--- src/rtl/adsr_envelope.sv ---
// ADSR envelope controller: steps a WIDTH-bit amplitude through attack, decay,
// sustain and release on each sample-rate tick, driven by a note gate.
module adsr_envelope #(
    parameter int WIDTH = 16
) (
    input  logic             i_clk,
    input  logic             i_rst,
    input  logic             i_tick,
    input  logic             i_gate,
    input  logic [WIDTH-1:0] i_attack_rate,
    input  logic [WIDTH-1:0] i_decay_rate,
    input  logic [WIDTH-1:0] i_sustain_level,
    input  logic [WIDTH-1:0] i_release_rate,
    output logic [WIDTH-1:0] o_env,
    output logic [2:0]       o_state,
    output logic             o_active,
    output logic             o_done
);

    typedef enum logic [2:0] {
        ST_IDLE    = 3'd0,
        ST_ATTACK  = 3'd1,
        ST_DECAY   = 3'd2,
        ST_SUSTAIN = 3'd3,
        ST_RELEASE = 3'd4
    } state_t;

    localparam logic [WIDTH:0] ENV_MAX_EXT = {1'b0, {WIDTH{1'b1}}};

    state_t           r_state;
    state_t           w_state_nxt;
    logic [WIDTH-1:0] r_env;
    logic [WIDTH-1:0] w_env_nxt;
    logic             r_done;
    logic             w_done_nxt;
    logic             r_gate_d;
    logic             r_trig_pending;
    logic             w_trig_pending_nxt;

    logic             w_rise;
    logic             w_trig;
    logic [WIDTH:0]   w_att_sum;
    logic             w_att_full;
    logic [WIDTH:0]   w_dec_diff;
    logic             w_dec_hit;
    logic             w_rel_hit;

    assign w_rise = i_gate & ~r_gate_d;
    assign w_trig = r_trig_pending | w_rise;

    // One extra bit on the step arithmetic: MSB flags overflow (attack) or
    // underflow (decay), both of which clamp to the segment's target.
    assign w_att_sum  = {1'b0, r_env} + {1'b0, i_attack_rate};
    assign w_att_full = (i_attack_rate == '0) || (w_att_sum >= ENV_MAX_EXT);
    assign w_dec_diff = {1'b0, r_env} - {1'b0, i_decay_rate};
    assign w_dec_hit  = (i_decay_rate == '0) || w_dec_diff[WIDTH]
                        || (w_dec_diff[WIDTH-1:0] <= i_sustain_level);
    assign w_rel_hit  = (i_release_rate == '0) || (r_env <= i_release_rate);

    always_ff @(posedge i_clk) begin
        if (i_rst) begin
            r_state        <= ST_IDLE;
            r_env          <= '0;
            r_done         <= 1'b0;
            r_gate_d       <= 1'b0;
            r_trig_pending <= 1'b0;
        end else begin
            r_state        <= w_state_nxt;
            r_env          <= w_env_nxt;
            r_done         <= w_done_nxt;
            r_gate_d       <= i_gate;
            r_trig_pending <= w_trig_pending_nxt;
        end
    end

    always_comb begin
        w_state_nxt        = r_state;
        w_env_nxt          = r_env;
        w_done_nxt         = 1'b0;
        w_trig_pending_nxt = i_tick ? 1'b0 : w_trig;

        if (i_tick) begin
            // Retrigger keeps the current level (legato) and applies one attack step.
            if (w_trig) begin
                if (w_att_full) begin
                    w_env_nxt   = '1;
                    w_state_nxt = ST_DECAY;
                end else begin
                    w_env_nxt   = w_att_sum[WIDTH-1:0];
                    w_state_nxt = ST_ATTACK;
                end
            end else if (!i_gate && (r_state == ST_ATTACK || r_state == ST_DECAY
                                     || r_state == ST_SUSTAIN)) begin
                w_state_nxt = ST_RELEASE;
            end else begin
                case (r_state)
                    ST_IDLE: begin
                        w_env_nxt = '0;
                    end
                    ST_ATTACK: begin
                        if (w_att_full) begin
                            w_env_nxt   = '1;
                            w_state_nxt = ST_DECAY;
                        end else begin
                            w_env_nxt = w_att_sum[WIDTH-1:0];
                        end
                    end
                    ST_DECAY: begin
                        if (w_dec_hit) begin
                            w_env_nxt   = i_sustain_level;
                            w_state_nxt = ST_SUSTAIN;
                        end else begin
                            w_env_nxt = w_dec_diff[WIDTH-1:0];
                        end
                    end
                    ST_SUSTAIN: begin
                        w_env_nxt = i_sustain_level;
                    end
                    ST_RELEASE: begin
                        if (w_rel_hit) begin
                            w_env_nxt   = '0;
                            w_state_nxt = ST_IDLE;
                            w_done_nxt  = 1'b1;
                        end else begin
                            w_env_nxt = r_env - i_release_rate;
                        end
                    end
                    default: begin
                        w_env_nxt   = '0;
                        w_state_nxt = ST_IDLE;
                    end
                endcase
            end
        end
    end

    assign o_env    = r_env;
    assign o_state  = r_state;
    assign o_active = (r_state != ST_IDLE);
    assign o_done   = r_done;

endmodule

--- config.mk ---
export PLATFORM = sky130hd
export DESIGN_NAME = adsr_envelope
export DESIGN_NICKNAME = d
export VERILOG_FILES = /design/src/rtl/adsr_envelope.sv
export SDC_FILE = /design/constraint.sdc
export NUM_CORES = 1
export LEC_CHECK = 0
export CAP_MARGIN = 20
export CORE_UTILIZATION = 54
export DETAILED_ROUTE_END_ITERATION = 10
export GPL_ROUTABILITY_DRIVEN = 0
export PLACE_DENSITY = 0.81
export SLEW_MARGIN = 20
export SYNTH_ARGS = -nofsm -noshare
export SYNTH_HDL_FRONTEND = slang
export SYNTH_SLANG_ARGS = --single-unit
--- constraint.sdc ---
create_clock -name i_clk -period 6.8 [get_ports i_clk]
set_input_delay 2.04 -clock i_clk [delete_from_list [all_inputs] [get_ports i_clk]]
set_output_delay 2.04 -clock i_clk [all_outputs]
set_load 0.01 [all_outputs]
After elaboration in Yosys (flattened, before gate mapping):

Index checks and enable logic that the tools add are counted.

* $add $sub $neg: 3
* multiply operators: 0
* divide/modulo/power cells: 0
* order comparisons: 3
* equal/unequal tests: 9
* shift-type cells: 0
* muxes and demuxes: 14
* bitwise gates (word level): 5
* reductions and logical operators: 18

Operators by type and width (count)
* $mux 16: 5
* $pmux 16 s4: 1
* $logic_not 16->1: 3
* $le 16x16->1: 2
* $add 16x16->17: 1
* $ge 17x16->1 const B: 1
* $sub 16x16->17: 1
* $sub 16x16->16: 1
* $mux 3: 5
* $pmux 3 s4: 1
* $ne 4x3->1 const B: 2
* $eq 3x2->1 const B: 2
* $logic_or 1x1->1: 6
* $reduce_and 5->1: 1
* $reduce_or 5->1: 1
* $ne 4x4->1 const B: 1
* $reduce_or 2->1: 2
* $eq 3x1->1 const B: 1
* $eq 3x3->1 const B: 1
* $logic_not 3->1: 1
* $ne 3x1->1 const B: 1
* $not 1->1: 3
* $reduce_bool 3->1: 1
* $mux 2: 1
* 7 further kinds: 7

* register bits after elaboration: 22
* latch bits: 0
* memory bits (writable): 0
* memory bits (read-only): 0
* input port bits: 68
* word-level logic and storage cells: 57
* memories: 0

Longest topological paths before layout:

* depth after elaboration: 7
* gate-level depth with buffers: 21
* gate-level depth less buffers: 20

Worst setup path before layout:

OpenSTA, ideal clock, no wires.

* path kind: input to register
* start: input i_decay_rate[0]
* end: register r_state[2], in the netlist o_state[2]
* arrival time: 5737 ps
* required time: 6721 ps
* slack: 984 ps
* stages: 18
* path through: ha_1 fa_1 nand2b_1 a21o_1 a211oi_1 o211ai_1 nand2_1 o311ai_1 ha_1 and4_1 nand4_1 a311oi_1 nor3_1 a2111oi_0 a311o_1 and2b_4 a211o_1 a211oi_2

* longest elaborated chain between the ends: 5
* elaborated cells between the ends (all ways): 7
* classes of those cells: add/sub: 1; order compare: 1; eq/ne: 1; reduce/logical: 4

Ends and longest elaborated chain
* from (decl): line 11 `input logic [WIDTH-1:0] i_decay_rate,`
* $sub 16x16->17 / $logic_not 16->1 (equally long branches): line 55, 56
* $le 16x16->1 / $logic_or 1x1->1 (equally long branches): line 57, 56
* $logic_or 1x1->1 *: line 57 `|| (w_dec_diff[WIDTH-1:0] <= i_sustain_level);`
* $ne 4x3->1 (no source line) *
* $reduce_and 5->1 (no source line) *
* to (signal assigned): line 68 `r_state <= w_state_nxt;`
* to (decl): line 30 `state_t r_state;`

Every way passes the cells marked *; elsewhere a longest branch is shown, timed or not.
A chain may end at the register's enable or synchronous reset.

Final worst setup path:

* start: input i_decay_rate[0]
* end: register r_env[1], in the netlist o_env[1]

* longest elaborated chain between the ends: 7
* elaborated cells between the ends (all ways): 9
* classes of those cells: add/sub: 1; order compare: 1; mux: 4; reduce/logical: 3

Ends and longest elaborated chain
* $sub 16x16->17 / $logic_not 16->1 (equally long branches): line 55, 56
* $le 16x16->1 / $logic_or 1x1->1 (equally long branches): line 57, 56
* $logic_or 1x1->1: line 57
* $mux 16 *: line 109 `if (w_dec_hit) begin`
* $pmux 16 s4 *: line 96 `case (r_state)`
* $mux 16 *: line 92 `end else if (!i_gate && (r_state == ST_ATTACK || r_state == ST_DECAY`
* $mux 16 *: line 84 `if (w_trig) begin`
* to (signal assigned): line 69 `r_env <= w_env_nxt;`
* to (decl): line 32 `logic [WIDTH-1:0] r_env;`

Every way passes the cells marked *; elsewhere a longest branch is shown, timed or not. The select of a mux whose other input is x is not followed.

==> impl_summary.log <==
INFO  metric synth_top_area_share = 17.6%
INFO  metric non_filler_cells_in_the_finished_layout = 812
INFO  metric rr_worst_depth = 19
INFO  metric max_cap_violations = 0
INFO  metric cts_tree = built
INFO  metric routed.top_layer = met4
INFO  metric final_report_max_slew_violation_count = 0
INFO  metric cts_made_buffers = 3
INFO  metric layout_min_cycle_time = 6560 ps
INFO  metric clkTransAtPathRegs = 90 ps
INFO  metric rows = 33
INFO  metric endpoint_kind = flip-flop
INFO  metric grt_start_max_net_pins = 28
INFO  metric fin_total_pwr = 804 uW
INFO  metric drt-pass1-iter-count = 7
INFO  metric antennaDiodeCount = 0
INFO  metric setup-violations-final = 0
INFO  metric synthDistinctLibCells = 80
INFO  metric clock_sink_count = 22
INFO  metric synthCells = 624
INFO  metric cts-htree-levels = 1
INFO  metric synth.area.top_cells = ha_1 18%, dfxtp_1 9.7%, a21oi_1 5.6%
INFO  metric cts_root_buffer = clkbuf_8
INFO  metric cp_top_family = compound AO/OA/AOI/OAI gates
INFO  metric total_leakage_power = 0.00249 uW
INFO  metric synthFlopType = dfxtp_1
INFO  metric final_nets = 843
INFO  metric timing.critical_path.slowest_stage_cell = clkdlybuf4s50_1
INFO  metric syn2layout_area_growth = 24.7%
INFO  metric setup-tns-final = 0 ps
INFO  metric synth_nets = 759
INFO  metric postLayoutCoreUtil = 69.3%
INFO  metric achievable-frequency = 152 MHz
INFO  metric clk_latency = 270 ps
INFO  metric fin_skew = 8.45 ps
INFO  metric cell_depth_of_the_worst_min_delay_path = 2
INFO  metric reg2reg_slack = 1870 ps
INFO  metric timing_hold_violations_final = 0
INFO  metric grt_first_pass_wirelength = 23500 um
INFO  metric core = 8180 um2
INFO  metric starting_density_of_the_core = 55.5%
INFO  metric vias_per_cell = 6.44
INFO  metric synth_sequential_area_ratio = 9.70%
INFO  metric total_congestion_overflow = 0
INFO  metric first_global_vias = 5004
INFO  metric most-common-layout-cells = 88 x clkdlybuf4s50_1, 67 x inv_1, 64 x ha_1
INFO  metric worstPathMaxFanout = 15
INFO  metric outcome = completed
INFO  metric finalCritPeriodShare = 96.4%
INFO  metric hpwlAfterDp = 12400 um
INFO  metric drc_errors = 0
INFO  metric end_of_the_worst_register_to_register_path = o_env[1]
INFO  metric sum_of_buffers_and_inverters_on_the_critical_path = 2
INFO  metric irDropWorstVdd = 0.0803 mV
INFO  metric i_o_pin_count = 89
INFO  metric die_y = 93.7 um
INFO  metric mostFrequentLayoutCell = clkdlybuf4s50_1
INFO  metric ant_nets = 0
INFO  metric wl_met3 = 1270 um
INFO  metric floorplan.die_area = 8780 um2
INFO  metric drive_above_1_share = 6.08%
INFO  metric route.detailed.wl_per_inst = 18.3 um
INFO  metric synth.cell_area = 4540 um2
INFO  metric yosys_register_bits = 22
INFO  metric power_density = 142 nW/um2
INFO  metric hold_path.startpoint = o_state[1]
INFO  metric timing.critical_path.slowest_cell_delay = 450 ps
INFO  metric synth_edf_count = 0
INFO  metric critical_path.cell_chain = clkdlybuf4s50_1 > ha_1 > fa_1 > nand2b_1 > a21o_1 > a211oi_2 > o211ai_1 > nand2_1 > o311ai_2 > ha_1 > and4_1 > nand4_1 > a311oi_2 > o21a_1 > o21ai_1 > buf_4 > o21a_2 > a222oi_1 > a21boi_1 > o22ai_1
INFO  metric antenna_found_initial = 0
INFO  metric placement.io_buffers = 88
INFO  metric die_w = 93.7 um
INFO  metric holdPathEnd = o_state[1]
INFO  metric r2r-start = o_env[1]
INFO  metric routed_wirelength = 14800 um
INFO  metric ctsLongestPathBuffers = 2
INFO  metric route.vias.total = 5230
INFO  metric crit_required = 6920 ps
INFO  metric worst_slew_pin_slew = 788 ps
INFO  metric placedCellCount = 808
INFO  metric most_used_cell_along_the_critical_path = ha_1
INFO  metric critPathLaunchType = input port
INFO  metric fill_cells = 692
INFO  metric slew_headroom = 47.0%
INFO  metric timing_worst_setup_path_type = in2reg
INFO  metric drt-met1-wl = 6040 um
INFO  metric timing.hold.ws = 576 ps
INFO  metric detailroute.wirelength.met2 = 6880 um
INFO  metric detailedRoute.firstIterationViolations = 451
INFO  metric yosysWarningCount = 0
INFO  metric post_synth.cell_area_avg = 7.27 um2
INFO  metric netlist.top_cell.by_area = ha_1
INFO  metric crit_arrival = 6680 ps
INFO  metric total_routing_usage_reported_by_global_routing = 33.7%
INFO  metric min_delay_worst_type = reg2reg
INFO  metric asyncSetResetFlopFracSynth = 0%
[metrics by stage]
step	setup slack (ps)	cell area, um2
floorplan	984	4540
global placement	96.2	5540
finish	242	5660
CTS	131	5620
global route	-40.1	5660
detailed placement	-123	5540
[cells in the mapped netlist, drive strengths merged, types with 10 or more instances]
master / number
inv: 67
ha: 64
a21oi: 52
o21ai: 46
nand2: 40
nor2: 36
dfxtp: 22
xnor2: 20
a21o: 17
nand3: 15
nor4: 15
o21a: 15
clkbuf: 13
nand2b: 13
nor3: 13
xor2: 13
a211oi: 12
a222oi: 11
o211ai: 11
nand4: 10
nor2b: 10
[power by group]
| group | internal [uW] | switching, uW | leakage [uW] | total, uW |
|---|---|---|---|---|
| clock | 78.7 | 44.6 | 0.0000357 | 123 |
| combinational | 234 | 287 | 0.00228 | 521 |
| sequential | 139 | 21.3 | 0.000180 | 160 |
| total | 451 | 353 | 0.00249 | 804 |
[worst reg2reg max path: cells and delay by family (launching register included)]
family	cells	cell delay (ps)
adders and majority gates	2	860
AOI/OAI and AO/OA	11	2260
buffers and inverters	2	390
and+or+nand+nor	4	730
DFF	1	560
[layer usage]
layer	GRT usage [%]	up-vias
met4	14.9	0
li1	-	2520
met5	0	-
met3	4.37	47
met2	58.0	262
met1	41.5	2401
[final cells by class]
cell class	instances	area (um2)	area share, %
Clock buffer	3	41.3	0.729
Sequential cell	22	440	7.78
Timing Repair Buffer	99	963	17.0
Tap cell	105	131	2.32
Multi-Input combinational cell	515	3800	67.2
Inverter	67	251	4.44
Clock inverter	1	30.0	0.530
[sequential cells by signal, indices dropped and copies added (netlist names)]
register	cells
r_gate_d	1
o_done	1
o_env	16
r_trig_pending	1
o_state	3
[cell families after synthesis]
| family | after synthesis | share of synthesized area [%] |
|---|---|---|
| compound gates | 220 | 34.0 |
| xor+xnor | 33 | 6.37 |
| fa+ha+maj | 67 | 19.0 |
| buf+inv | 87 | 7.52 |
| flops | 22 | 9.70 |
| mux | 4 | 0.910 |
| simple gates | 191 | 22.6 |
[repair_timing]
| item | 4_1_cts | 5_1_grt |
|---|---|---|
| endpoints found under the setup margin | 0 | 16 |
| resized for setup | 0 | 9 |
| setup buffers | 0 | 0 |
| hold buffers | 0 | 0 |
[worst max path at each step]
stage	start	endpoint	slack, ps	cells after the start
CTS	i_decay_rate[0]	o_env[1]	130	20
detailed placement	i_decay_rate[0]	o_env[1]	-120	20
floorplan	i_decay_rate[0]	o_state[2]	980	18
global route	i_decay_rate[0]	o_env[1]	-40	20
global placement	i_decay_rate[0]	o_state[1]	100	19
finish	i_decay_rate[0]	o_env[1]	240	20
Power figures use the tool's default switching activity.
